<file path="config.mk">
export PLATFORM = sky130hd
export DESIGN_NAME = seg_scan_ctrl
export DESIGN_NICKNAME = d
export VERILOG_FILES = /design/src/rtl/seg_scan_ctrl.sv
export SDC_FILE = /design/constraint.sdc
export NUM_CORES = 1
export LEC_CHECK = 0
export BUFFER_PORTS_ARGS = -buffer_cell sky130_fd_sc_hd__buf_2
export CAP_MARGIN = 10
export CORE_AREA = 2 2 107 109
export CTS_CLUSTER_DIAMETER = 200
export DETAILED_ROUTE_END_ITERATION = 6
export DIE_AREA = 0 0 109 111
export GPL_ROUTABILITY_DRIVEN = 0
export PLACE_DENSITY_LB_ADDON = 0.08
export RECOVER_POWER = 100
export SLEW_MARGIN = 10
export SYNTH_ARGS = -nofsm -noshare
export SYNTH_HDL_FRONTEND = slang
export SYNTH_SLANG_ARGS = --single-unit
</file>
<file path="constraint.sdc">
create_clock -name clk -period 3.65 [get_ports clk]
set_clock_uncertainty 0.2 [all_clocks]
set_input_delay 0.365 -clock clk [delete_from_list [all_inputs] [get_ports clk]]
set_output_delay 0.365 -clock clk [all_outputs]
set_load 0.02 [all_outputs]
</file>
<file path="src/rtl/seg_scan_ctrl.sv">
// Seven-segment scan controller: slot timing, anode drive with dead-time blanking,
// and frame-synchronous double-buffered digit commit. Optional macro: SEG_LZB_EN (leading-zero blanking).
module seg_scan_ctrl #(
    parameter int REFRESH_DIV  = 100000,
    parameter int BLANK_CYCLES = 1000
) (
    input  logic        clk,
    input  logic        reset_n,
    input  logic [31:0] digits_in,
    input  logic        load,
    input  logic [7:0]  digit_en,
    output logic [31:0] shown,
    output logic [2:0]  refreshcounter,
    output logic [7:0]  AN,
    output logic        load_ack,
    output logic        frame_done
);

    localparam int CW = (REFRESH_DIV > 1) ? $clog2(REFRESH_DIV) : 1;
    localparam logic [CW-1:0] CNT_LAST = CW'(REFRESH_DIV - 1);
    localparam logic [CW-1:0] CNT_ON   = CW'(BLANK_CYCLES);

    typedef enum logic {ST_BLANK, ST_ON} state_t;

    state_t       state_q, state_d;
    logic [CW-1:0] cnt_q, cnt_d;
    logic [2:0]   idx_q, idx_d;
    logic [31:0]  shown_q, shown_d;
    logic [31:0]  pending_q, pending_d;
    logic         pending_v_q, pending_v_d;
    logic [7:0]   an_q, an_d;
    logic         load_ack_q, load_ack_d;
    logic         frame_done_q, frame_done_d;
    logic         boundary;
    logic         visible;

`ifdef SEG_LZB_EN
    logic [7:0] lz_ok;

    // A position is eligible only if it or some more significant digit is non-zero.
    always_comb begin
        lz_ok = 8'hFF;
        for (int k = 1; k < 8; k++) begin
            lz_ok[k] = |(shown_q >> (4 * k));
        end
    end

    assign visible = digit_en[idx_d] & lz_ok[idx_d];
`else
    assign visible = digit_en[idx_d];
`endif

    always_comb begin
        boundary = (cnt_q == CNT_LAST) && (idx_q == 3'd7);

        cnt_d = cnt_q + CW'(1);
        idx_d = idx_q;
        if (cnt_q == CNT_LAST) begin
            cnt_d = '0;
            idx_d = idx_q + 3'd1;
        end

        state_d = state_q;
        if (cnt_q == CNT_LAST) begin
            state_d = ST_BLANK;
        end else if (cnt_d == CNT_ON) begin
            state_d = ST_ON;
        end

        shown_d     = shown_q;
        pending_d   = pending_q;
        pending_v_d = pending_v_q;
        load_ack_d  = 1'b0;
        if (boundary) begin
            // A load landing on the boundary itself skips the buffer.
            if (load) begin
                shown_d     = digits_in;
                pending_v_d = 1'b0;
                load_ack_d  = 1'b1;
            end else if (pending_v_q) begin
                shown_d     = pending_q;
                pending_v_d = 1'b0;
                load_ack_d  = 1'b1;
            end
        end else if (load) begin
            pending_d   = digits_in;
            pending_v_d = 1'b1;
        end

        // Outputs are registered, so they are computed from the next-cycle slot position.
        an_d = 8'hFF;
        if (state_d == ST_ON && visible) begin
            an_d = ~(8'b1 << idx_d);
        end
        frame_done_d = (cnt_d == CNT_LAST) && (idx_d == 3'd7);
    end

    always_ff @(posedge clk or negedge reset_n) begin
        if (!reset_n) begin
            state_q      <= ST_BLANK;
            cnt_q        <= '0;
            idx_q        <= 3'd0;
            shown_q      <= 32'd0;
            pending_q    <= 32'd0;
            pending_v_q  <= 1'b0;
            an_q         <= 8'hFF;
            load_ack_q   <= 1'b0;
            frame_done_q <= 1'b0;
        end else begin
            state_q      <= state_d;
            cnt_q        <= cnt_d;
            idx_q        <= idx_d;
            shown_q      <= shown_d;
            pending_q    <= pending_d;
            pending_v_q  <= pending_v_d;
            an_q         <= an_d;
            load_ack_q   <= load_ack_d;
            frame_done_q <= frame_done_d;
        end
    end

    assign shown          = shown_q;
    assign refreshcounter = idx_q;
    assign AN             = an_q;
    assign load_ack       = load_ack_q;
    assign frame_done     = frame_done_q;

endmodule

</file>
Yosys cells after proc, flatten, opt, wreduce, memory -nomap -nowiden
Index checks and enable logic that the tools add are counted.

storage, ports and cells
  logic and storage cells = 41
  output and inout bits = 45
  register bits after elaboration = 96

cells by class
  $lt $le $gt $ge = 1
  shifts and indexed selects = 1
  equal/unequal tests = 5
  add/subtract/negate cells = 2
  reductions and logical operators = 7
  multiplexer cells = 14
  bitwise logic cells = 2

operator list
  kind                   count
  $mux 32                2
  $eq 17x17->1 const B   2
  $add 17x1->17 const B  1
  $eq 17x10->1 const B   1
  $mux 17                1
  $mux 1                 8
  $mux 8                 1
  $not 8->8              1
  $shl 1x3->8 const A    1
  $eq 3x3->1 const B     2
  $lt 3x4->1 const B     1
  $reduce_and 2->1       2
  $reduce_bool 2->1      2
  $add 3x1->3 const B    1
  $bmux 1 s3             1
  $logic_and 1x1->1      3
  $mux 3                 1
  $not 1->1              1

Longest topological paths before layout
  depth in word-level cells = 7
  gate-level depth with buffers = 10
  depth with buffers taken out = 8

Least setup slack after synthesis
Ideal clock, no wire load.

  kind = register -> register
  from = register cnt_q[0]
  to = register an_q[4] (netlist: AN[4])
  clock period less this slack = 2.648 ns
  cell stages (with the launch flop) = 11
  slack = 1.002 ns
  data required time = 3.353 ns
  setup time = 0.097 ns
  arrival = 2.351 ns
  path through = dfrtp_1 ha_1 and4_1 buf_4 nand2_1 nor4_4 or4_4 a2111oi_2 a21o_1 buf_6 nand4_1

between the ends
  word-level cells in the longest chain between the ends = 7
  elaborated cells on any way between the ends = 13

ends and longest elaborated chain
  element                                        RTL line    source
  start, declared                                26          logic [CW-1:0] cnt_q, cnt_d;
  start signal, assigned                         111         cnt_q <= cnt_d;
  $add 17x1->17 or $eq 17x17->1 (tied branches)  56, 58, 64
  $mux 17                                        58          if (cnt_q == CNT_LAST) begin
  $eq 17x10->1                                   66          end else if (cnt_d == CNT_ON) begin
  $mux 1                                         66
  $mux 1 (*)                                     64          if (cnt_q == CNT_LAST) begin
  via state_d                                    25          state_t state_q, state_d;
  $logic_and 1x1->1 (*)                          92          if (state_d == ST_ON && visible) begin
  $mux 8 (*)                                     92
  via an_d[4]                                    31          logic [7:0] an_q, an_d;
  end signal, assigned                           116         an_q <= an_d;
  end, declared                                  31

Mark *: on every way through the listed nets, which the timed path passes. The rest lies on a longest branch. The select of a mux whose other input is x is not followed.
A chain may end at the register's enable or synchronous reset.

Worst setup path after layout
  from = register cnt_q[0]
  to = register pending_q[19]

between the ends
  word-level cells in the longest chain between the ends = 4

ends and longest elaborated chain
  element                     RTL line  source
  $eq 17x17->1                54        boundary = (cnt_q == CNT_LAST) && (idx_q == 3'd7);
  $logic_and 1x1->1           54
  $not 1->1 (no line)         n/a
  $reduce_and 2->1 (no line)  n/a
  end signal, assigned        114       pending_q <= pending_d;
  end, declared               29        logic [31:0] pending_q, pending_d;

No other way between the ends.

==> out/metrics.yaml <==
global_route:
  grt_pass1_vias: 2929
  grt_pass1_wl_um: 14700
  grt_max_degree: 86
  antenna_found_initial: 0
  grt_use_total_pct: 15.6
  overflow: 0
sta:
  max_freq_ghz: 0.322
  min_period_over_period_pct: 85.1
  setup_viol: 0
  slew_headroom_pct: -41.0
  finalSetupTns_ps: 0
  tightestPinTransition_ps: 2110
  rsz0062_at_grt: "false"
  whs_ps: 72.3
  final.min_clock_period_ps: 3110
  slew_viol_final: 86
  hold_viol_final: 0
die:
  fp.dieW_um: 109
  io_pins: 88
  initial_core_util_pct: 38.3
  die_h_um: 111
  rows: 39
  dieArea_sq_um: 12100
  coreArea_sq_um: 11100
critical_path:
  r2r-start: "cnt_q[0]"
  crit_top_cell: "nand2_1"
  r2r-end: "pending_q[19]"
  path_buf_inv: 1
  worstPathArrival_ps: 3120
  crit_path_start_kind: "flip-flop"
  ff2ff_path_depth: 8
  crit_required_ps: 3670
  slowest_delay_ps: 680
  worstSetupEndpointType: "flip-flop"
  worstSetupStartpoint: "cnt_q[0]"
  criticalPathCategory: "flip-flop to flip-flop"
  path_delay_family: "simple AND/OR/NAND/NOR gates"
  slowest_stage: "clkbuf_2"
  r2r_slack_ps: 540
  path_cells: "ha_1, and4_1, nand2_1, nor4_1, nand2_1, nand2_1, clkbuf_2, mux2_2"
  critPathMaxFanout: 32
status:
  violations: "max-capacitance violations, max-slew violations"
  status: "complete, but fails checks"
cts:
  cts_hold_buf: 6
  cts_buffers: 9
  post-cts-setup-buffers: 0
  cts_root_buffer: "clkbuf_16"
  cts_sinks: 96
  htree_levels: 3
  insertion_delay_ps: 340
  cts-resized-gates: 0
  cts_tree: "done"
  cts_buffer_depth: 2
  clk_pin_slew_ps: 60
pwr:
  p_leak_nw: 2.27
  power_mw: 2.19
  vdd_ir_drop_max_mv: 0.196
  powerDensity_nw_per_um2: 432
  pwr-share-clk_pct: 42.7
  combPwrFrac_pct: 6.3
  power.internal_mw: 1.73
  power_frac_seq_pct: 51.0
  swShare_pct: 21.1
  switchingPower_mw: 0.460
detailed_routing:
  routed_wl_um: 8910
  antenna_left: 0
  drtIter0Drc: 133
  drt_first_pass_iters: 4
  wl_per_cell_um: 14.9
  route.detailed.drc: 0
  vias: 2929
  vias_per_cell: 4.88
layout:
  nets: 498
  seqCellArea_sq_um: 2410
  area_growth_pct: 19.0
  fillCellCount: 1064
  diodes: 0
  final_layout_size_suffix_gt1_share_pct: 22.8
  multi_input_comb_area_sq_um: 1690
worst_hold_path:
  hp-start: "digits_in[26]"
  hp-class: "input pin to flip-flop"
  worstHoldEndpoint: "pending_q[26]"
  worstHoldPathCells: 2
synth:
  ys_async_sr_fraction_pct: 100
  avgSynthCellArea_sq_um: 11.7
  synth_edf_count: 0
  ys.warnings.count: 0
  synth-seq-area-share_pct: 56.8
  synth.net_count: 409
  synth.cell_area_sq_um: 4250
  ys_dominant_reg_cell: "dfrtp_1"
  ys_ff_latch: 96
  synth_cell_type_count: 41
  netlist_instances: 363
placement:
  numPortBuffers: 87
  hpwl_um: 5870
job:
  drv_cap: 1
[how the worst max path moves through the flow]
stage	endpoint	cells after the start
finish	pending_q[19]	8
CTS	shown[20]	8
global route	pending_q[22]	8
floorplan	AN[4]	10
global placement	frame_done	7
detailed placement	shown[20]	8
[worst reg2reg max path, cell delays in order, from the launching register on]
cell and delay [ps]:
dfrtp_1 420, ha_1 270, and4_1 370, nand2_1 80, nor4_1 330, nand2_1 130, nand2_1 80, clkbuf_2 680
mux2_2 430
[cell families after synthesis]
| logic type | share of synthesized area [%] |
|---|---|
| adder cells (fa/ha/maj) | 0.884 |
| multiplexers | 17.0 |
| AO/OA/AOI/OAI | 5.60 |
| buffers and inverters | 2.92 |
| XOR/XNOR | 3.30 |
| AND/OR/NAND/NOR | 13.5 |
| flip-flops | 56.8 |
[cell usage after synthesis, types with 3 or more instances]
cell type  number  area share, %
o21ai_0        37            4.4
nand4_1        11            1.6
clkbuf_1       12            1.1
xor2_1          8            1.6
dfrtp_1        88             52
nor3_1          4           0.47
nor2_1         17            1.5
xnor2_1         8            1.6
nand3_1        12            1.4
inv_1           4           0.35
buf_2           3           0.35
ha_1            3           0.88
dfstp_2         8            4.9
mux2i_1        35            8.2
mux2_2         33            8.7
nand2_1        49            4.3
[cells in the final DEF, fill, tap and decap left out, types with 2 or more instances in the layout]
cell           instances
dfrtp_1               88
clkbuf_1              50
nand2_1               49
buf_2                 41
o21ai_0               37
mux2i_1               35
mux2_2                33
nor2_1                17
nand3_1               12
nand4_1               12
clkbuf_16              9
dfstp_2                8
xor2_1                 8
xnor2_1                8
dlygate4sd3_1          6
or4_1                  4
inv_1                  4
nor3_1                 4
ha_1                   3
nor4_1                 2
and4_1                 2
a31oi_1                2
o22ai_1                2
clkbuf_2               2
buf_4                  2
[state kept, by name, indices dropped and copies added, names as in the netlist]
| signal | cells |
|---|---|
| load_ack | 1 |
| frame_done | 1 |
| shown | 32 |
| pending_q | 32 |
| state_q | 1 |
| refreshcounter | 3 |
| AN | 8 |
| pending_v_q | 1 |
| cnt_q | 17 |
[cell type report]
cell class	count	area share, %
sequential	96	47.7
multi-input combinational	244	33.5
tap	143	3.54
clock buffer	14	5.03
inverter	4	0.297
clock inverter	2	0.768
timing repair buffer	97	9.16
[power groups by stage]
stage	combinational [mW]	clock (mW)	sequential (mW)
finish	0.138	0.932	1.12
global route	0.156	1.01	1.12
CTS	0.143	0.967	1.11
detailed placement	0.138	0	1.13
global placement	0.135	0	1.13
floorplan	0.0765	0	1.13
[per-layer routing]
layer  vias to the layer above  global-route usage (%)  share of wire (%)
met5                         -                       0                  0
met4                         0                    5.64                1.6
met3                        11                    3.76                4.8
met2                        61                    25.0                 48
met1                      1403                    20.4                 46
li1                       1454                       -                  -
[metrics by stage]
step / cells / setup WS (ps) / cell area [sq um] / util, %
6_report: 600 / 542 / 5050 / 45.6
4_1_cts: 600 / 603 / 5140 / 46.4
3_3_place_gp: 578 / 745 / 4790 / 43.2
2_1_floorplan: 363 / 1000 / 4250 / -
3_5_place_dp: 578 / 623 / 4790 / 43.2
5_1_grt: 600 / 292 / 5050 / 45.6
No activity file was read; power rests on OpenSTA's default activity.
